$ cat src/rtl/radix8_seq_mult.sv
// Radix-8 digit-serial unsigned multiplier: P = A * I using the precomputed odd multiples I1/I3/I5/I7.
// Latency: NDIG cycles from the accept edge to out_valid (fixed, no early termination).
// Backpressure: in_ready only in IDLE; P and out_valid hold in DONE until out_ready.
module radix8_seq_mult #(
    parameter int LOG2_WIDTH = 4,
    parameter int WIDTH      = 2 ** LOG2_WIDTH
) (
    input  logic               clk,
    input  logic               rst,
    input  logic               in_valid,
    output logic               in_ready,
    input  logic [WIDTH-1:0]   A,
    input  logic [WIDTH+2:0]   I1,
    input  logic [WIDTH+2:0]   I3,
    input  logic [WIDTH+2:0]   I5,
    input  logic [WIDTH+2:0]   I7,
    output logic               out_valid,
    input  logic               out_ready,
    output logic [2*WIDTH-1:0] P
);
    localparam int NDIG = (WIDTH + 2) / 3;
    localparam int AW   = 3 * NDIG;
    localparam int IW   = WIDTH + 3;
    localparam int ACCW = 2 * WIDTH + 3;
    localparam int CW   = (NDIG > 1) ? $clog2(NDIG) : 1;

    typedef enum logic [1:0] {S_IDLE, S_RUN, S_DONE} state_t;

    state_t             state_q;
    logic [AW-1:0]      a_q;
    logic [IW-1:0]      i1_q, i3_q, i5_q, i7_q;
    logic [ACCW-1:0]    acc_q, acc_d;
    logic [CW-1:0]      cnt_q;
    logic               in_ready_q, out_valid_q;
    logic [2*WIDTH-1:0] p_q;

    logic [2:0]         digit;
    logic [ACCW-1:0]    pp, pp_sh;

    // Digit select and shift are per-count muxes so every index stays constant.
    always_comb begin
        digit = 3'd0;
        pp    = '0;
        pp_sh = '0;
        for (int k = 0; k < NDIG; k++) begin
            if (cnt_q == CW'(k)) digit = a_q[3*k +: 3];
        end
        case (digit)
            3'd0: pp = '0;
            3'd1: pp = ACCW'(i1_q);
            3'd2: pp = ACCW'(i1_q) << 1;
            3'd3: pp = ACCW'(i3_q);
            3'd4: pp = ACCW'(i1_q) << 2;
            3'd5: pp = ACCW'(i5_q);
            3'd6: pp = ACCW'(i3_q) << 1;
            3'd7: pp = ACCW'(i7_q);
            default: pp = '0;
        endcase
        for (int k = 0; k < NDIG; k++) begin
            if (cnt_q == CW'(k)) pp_sh = pp << (3 * k);
        end
        acc_d = acc_q + pp_sh;
    end

    always_ff @(posedge clk) begin
        if (rst) begin
            state_q     <= S_IDLE;
            a_q         <= '0;
            i1_q        <= '0;
            i3_q        <= '0;
            i5_q        <= '0;
            i7_q        <= '0;
            acc_q       <= '0;
            cnt_q       <= '0;
            in_ready_q  <= 1'b1;
            out_valid_q <= 1'b0;
            p_q         <= '0;
        end else begin
            case (state_q)
                S_IDLE: begin
                    if (in_valid) begin
                        a_q        <= AW'(A);
                        i1_q       <= I1;
                        i3_q       <= I3;
                        i5_q       <= I5;
                        i7_q       <= I7;
                        acc_q      <= '0;
                        cnt_q      <= '0;
                        in_ready_q <= 1'b0;
                        state_q    <= S_RUN;
                    end
                end
                S_RUN: begin
                    acc_q <= acc_d;
                    cnt_q <= cnt_q + CW'(1);
                    if (cnt_q == CW'(NDIG - 1)) begin
                        p_q         <= acc_d[2*WIDTH-1:0];
                        out_valid_q <= 1'b1;
                        cnt_q       <= '0;
                        state_q     <= S_DONE;
                    end
                end
                S_DONE: begin
                    if (out_ready) begin
                        out_valid_q <= 1'b0;
                        in_ready_q  <= 1'b1;
                        state_q     <= S_IDLE;
                    end
                end
                default: begin
                    state_q     <= S_IDLE;
                    in_ready_q  <= 1'b1;
                    out_valid_q <= 1'b0;
                end
            endcase
        end
    end

    assign in_ready  = in_ready_q;
    assign out_valid = out_valid_q;
    assign P         = p_q;
endmodule

$ cat config.mk
export PLATFORM = sky130hd
export DESIGN_NAME = radix8_seq_mult
export DESIGN_NICKNAME = d
export VERILOG_FILES = /design/src/rtl/radix8_seq_mult.sv
export SDC_FILE = /design/constraint.sdc
export NUM_CORES = 1
export LEC_CHECK = 0
export ABC_AREA = 1
export CORE_MARGIN = 2
export CORE_UTILIZATION = 55
export DETAILED_ROUTE_END_ITERATION = 6
export GPL_ROUTABILITY_DRIVEN = 0
export PLACE_DENSITY = 0.86
export RECOVER_POWER = 100
export REMOVE_ABC_BUFFERS = 1
export SYNTH_ARGS = -nofsm -noshare
export SYNTH_HDL_FRONTEND = slang
export SYNTH_SLANG_ARGS = --single-unit
export TNS_END_PERCENT = 10
$ cat constraint.sdc
create_clock -name clk -period 5.1 [get_ports clk]
set_input_delay 0.51 -clock clk [delete_from_list [all_inputs] [get_ports clk]]
set_output_delay 0.51 -clock clk [all_outputs]
set_load 0.03 [all_outputs]
# After elaboration in Yosys (flattened, before gate mapping)
# Cells that the tools add are included.
# word_totals
ff_bits	166
input_bits	96
mem_bits_rw	0
output_inout_bits	34
latch_bits	0
wordCells	70
rom_bits	0
n_memories	0
# classes
div_mod_pow	0
n_lt_le_gt_ge	0
n_eq_ne	17
addsub	2
n_reduce_logical	10
n_mul	0
n_shift	0
mux	28
bitwise	2
# ops
op	n
case mux 35 bit (8 select lines)	1
two-way mux 35 bit	7
case mux 35 bit (2 select lines)	1
adder 35 bit	1
two-way mux 3 bit	8
equality test 3 bit, second input constant	6
equality test 3 x 2 -> 1 bit, second input constant	4
AND reduction 3 bit	3
equality test 3 x 1 -> 1 bit, second input constant	2
logical NOT 3 bit	2
two-way mux 2 bit	3
inequality test 2 bit, second input constant	3
case mux 1 bit (3 select lines)	2
case mux 2 bit (3 select lines)	1
case mux 3 bit (2 select lines)	1
AND reduction 2 bit	3
two-way mux 1 bit	4
adder 3 x 1 -> 3 bit, second input constant	1
equality test 2 x 1 -> 1 bit, second input constant	1
equality test 2 bit, second input constant	1
logical NOT 2 bit	1
inverter 1 bit	2
nonzero test 2 bit	1

# Logic depth before layout (Yosys ltp)
# logic_depth
depth_word	17
depth_mapped	38
mapped_depth_nobuf	35

# Least setup slack after synthesis
# No wires, ideal clock.
# synth_timing
kind	register to register
startpoint	reg cnt_q[2]
endpoint	reg p_q[27] (netlist: P[27])
slack_ns	0.786
arrival_ns	4.257
stages_incl_launch_ff	33
synth_period_minus_slack_ns	4.314
path_buffers	4
t_required_ns	5.044
cell_sequence	dfxtp_1 buf_6 inv_2 buf_4 ha_1 buf_2 nand2_1 a21boi_0 nand2_2 o21bai_4 nor2_4 nand2_4 buf_6 nor2_1 nor3_1 nand2_2 nand2_1 nand2_1 nor2_1 a21oi_1 ha_1 nand2_1 nor4_1 nand2_1 nand2_1 a21boi_0 o21ai_0 nand2_1 nand3b_1 nand2_1 o21ai_0 nand2_1 inv_1
# synth_via
elab_chain_len	16
elab_cells_between_ends	29
# synth_rtl
element	line_no	rtl
start, declared	33	logic [CW-1:0] cnt_q;
start signal, assigned	95	cnt_q <= cnt_q + CW'(1);
logical NOT 3 bit	46, 60	
two-way mux 3 bit (6 in a row)	46	if (cnt_q == CW'(k)) digit = a_q[3*k +: 3];
equality test 3 bit, or another cell as far along	48	case (digit)
case mux 35 bit (8 select lines)	48	
two-way mux 35 bit (6 in a row)	60	if (cnt_q == CW'(k)) pp_sh = pp << (3 * k);
adder 35 bit	62	acc_d = acc_q + pp_sh;
end signal, assigned	97	p_q <= acc_d[2*WIDTH-1:0];
end, declared	35	logic [2*WIDTH-1:0] p_q;
# Several ways; a longest one is shown, not always the timed one. The select of a mux whose other input is x is not followed.
# A chain may end at the register's enable or synchronous reset.

# Worst setup path in the final report
# layout_timing
startpoint	reg cnt_q[2]
endpoint	reg p_q[25] (netlist: P[25])
# Same word-level chain as after synthesis.

==> flow_metrics.env <==
export IMPL_cp_depth=31
export IMPL_synth_most_common_cell="nand2_1"
export IMPL_fin_total_pwr_mw=3.40
export IMPL_reg2reg_from="cnt_q[2]$_SDFFE_PP0P_"
export IMPL_timing_hold_ws_ns=0.461
export IMPL_route_final_wire_length_mm=28.0
export IMPL_vias=10677
export IMPL_r2r_slack_ns=0.32
export IMPL_synth_area_top_cells="dfxtp_1 (33%), nand2_1 (14%), nor2_1 (9.2%)"
export IMPL_cp_required_ns=5.47
export IMPL_cts_tree="done"
export IMPL_placed_cells_incl_taps=1840
export IMPL_viasPerCell=5.69
export IMPL_finalSetupViolations=0
export IMPL_synth_edf_count=0
export IMPL_worstSetupStartpointType="flop"
export IMPL_fmax_mhz=209
export IMPL_worst_clock_skew_ns=0.0112
export IMPL_design_area_sq_um=12000
export IMPL_post_route_min_period_ns=4.78
export IMPL_syn2layout_area_growth_pct=20.8
export IMPL_worstHoldStart="i5_q[0]$_SDFFE_PP0P_"
export IMPL_cp_arrival_ns=5.15
export IMPL_io_buffers=129
export IMPL_dpl_instance_area_sq_um=11300
export IMPL_cp_slowest_cell="dfxtp_2"
export IMPL_holdPathStages=2
export IMPL_fin_crit_sh_pct=93.7
export IMPL_cp_max_fo=11
export IMPL_antenna_cells=0
export IMPL_dp_slack_ns=0.177
export IMPL_start_util_pct=55.6
export IMPL_drive_above_1_share_pct=8.07
export IMPL_synth_seq_cells=163
export IMPL_reg2reg_to="P[25]$_SDFFE_PP0P_"
export IMPL_holdPathEnd="i5_q[0]$_SDFFE_PP0P_"
export IMPL_worstRegToRegCells=31
export IMPL_wl_per_cell_um=14.9
export IMPL_final_antenna_net_count=0
export IMPL_synthArstFlopShare_pct=0
export IMPL_powerDensity_nw_per_um2=284
export IMPL_grt_pass1_vias=9867
export IMPL_clock_root_buffer="clkbuf_16"
export IMPL_drc=0
export IMPL_cts_buffers=17
export IMPL_netlist_area_sq_um=9920
export IMPL_ys_warn_count=0
export IMPL_slowest_delay_ns=0.46
export IMPL_status="complete, but fails checks"
export IMPL_yosysUniqueCellTypes=53
export IMPL_irDropWorstVdd_mv=0.230
export IMPL_clockBufferDepth=2
export IMPL_cp_top_family="compound AO/OA/AOI/OAI gates"
export IMPL_yosysTopAreaCell="dfxtp_1"
export IMPL_grt_antenna_before_repair=0
export IMPL_tightest_slew_ns=2.03
export IMPL_ioPinCount=130
export IMPL_crit_type="flop to flop"
export IMPL_drt_iter0_markers=1040
export IMPL_p_leak_nw=5.50
export IMPL_die_height_um=138
export IMPL_final_util_pct=67.2
export IMPL_setup_tns_ns=0
export IMPL_violations="max-capacitance violations, max-slew violations"
export IMPL_hp_class="flop to flop"
export IMPL_die_area_sq_um=19100
export IMPL_relSlewSlack_pct=-35.1
export IMPL_synth_top_cell_area_share_pct=32.9
export IMPL_ys_top_cells_by_count="nand2_1 (362), nor2_1 (242), dfxtp_1 (163)"
export IMPL_syn_inst=1530
export IMPL_insertion_delay_ns=0.43
export IMPL_rows=49
export IMPL_clock_sinks=163
export IMPL_grt_pass1_wl_mm=45.9
export IMPL_dp_hpwl_mm=20.5
export IMPL_syn_avg_cell_area_sq_um=6.48
export IMPL_fin_nets=1764
export IMPL_setup_worst_path_end_class="flop"
export IMPL_grt_use_total_pct=28.4
export IMPL_htreeDepth=4
export IMPL_drt_pass1_iterations=6
export IMPL_grt_max_degree=97
export IMPL_final_setup_worst_slack_ns=0.321
export IMPL_fin_cells=1877
export IMPL_globalRoute_totalOverflow=0
export IMPL_synth_ff_type="dfxtp_1"
export IMPL_core_area_sq_um=17800
export IMPL_hold_viol=0
export IMPL_max_cap_violations=2
export IMPL_chipWidth_um=138
export IMPL_path_buf_inv=7
export IMPL_clk_pin_slew_ns=0.07
export IMPL_maxSlewViolCount=169
export IMPL_cpMostUsedCell="nand2_1"
export IMPL_ys_seq_area_share_pct=32.9
## how the worst max path moves through the flow
stage / startpoint / to / slack, ns
2_1_floorplan: in_valid / acc_q[10]$_SDFFE_PP0P_ / -0.46
3_3_place_gp: cnt_q[2]$_SDFFE_PP0P_ / P[27]$_SDFFE_PP0P_ / 0.33
3_5_place_dp: cnt_q[2]$_SDFFE_PP0P_ / P[25]$_SDFFE_PP0P_ / 0.18
4_1_cts: cnt_q[2]$_SDFFE_PP0P_ / P[25]$_SDFFE_PP0P_ / 0.13
5_1_grt: cnt_q[0]$_SDFFE_PP0P_ / P[25]$_SDFFE_PP0P_ / -0.03
6_report: cnt_q[2]$_SDFFE_PP0P_ / P[25]$_SDFFE_PP0P_ / 0.32
## kinds of logic after synthesis
kind of cell	Yosys count	share of synthesized area, %
AO/OA/AOI/OAI	354	19.2
adder cells (fa/ha/maj)	33	4.24
flip-flops	163	32.9
buffers and inverters	204	8.50
XOR/XNOR	24	2.12
AND/OR/NAND/NOR	752	33.0
## worst register-to-register path: cells and delay by family, from the launching register on
kind | cells | cell delay, ns
AOI/OAI and AO/OA | 9 | 1.44
and+or+nand+nor | 13 | 1.33
buffers and inverters | 7 | 0.93
adders and majority gates | 2 | 0.58
DFF | 1 | 0.46
## cell type report
type                       count  area [sq um]
fill                        1489          5860
multi-input combinational   1163          5830
sequential                   163          3270
timing repair buffer         157          1490
inverter                     133           504
clock buffer                  18           439
tap                          229           287
clock inverter                14           166
## metal layers
metal | up-vias | part of all wire (%) | track usage (%)
li1 | 5191 | - | -
met1 | 4808 | 42 | 36.3
met2 | 579 | 46 | 48.0
met3 | 99 | 8.4 | 4.23
met4 | 0 | 3.7 | 12.5
met5 | - | 0 | 0
## sequential cells by signal, summed over array words and instances, names as in the netlist
name	cells
acc_q	32
i3_q	19
P	32
state_q	2
cnt_q	3
i7_q	19
a_q	16
in_ready	1
i5_q	19
out_valid	1
i1_q	19
## power by group
| part | switching (mW) | internal (mW) |
|---|---|---|
| Clock | 0.581 | 0.752 |
| Combinational | 0.430 | 0.246 |
| Sequential | 0.0483 | 1.35 |
## timing repair
item                                    in CTS  in global routing
hold endpoints to repair                     0                  0
resized for setup                            0                 12
endpoints found under the setup margin       0                 26
hold buffers                                 0                  0
buffers inserted                             0                  5
## placed cells by master, fill, tap and decap left out, drive strengths merged, types with 6 or more instances in the layout
cell type | Yosys | final
clkdlybuf4s50 | 0 | 93
dfxtp | 163 | 163
nand2 | 389 | 389
nor2 | 250 | 250
ha | 32 | 32
nand4 | 23 | 23
xor2 | 22 | 22
dlygate4sd3 | 0 | 35
o21ai | 162 | 162
inv | 130 | 139
clkbuf | 56 | 21
a21oi | 147 | 147
o211ai | 7 | 7
nand3 | 66 | 66
buf | 15 | 26
a21o | 6 | 6
o21bai | 8 | 8
nor3 | 15 | 15
o22ai | 11 | 11
Power figures use the tool's default switching activity.
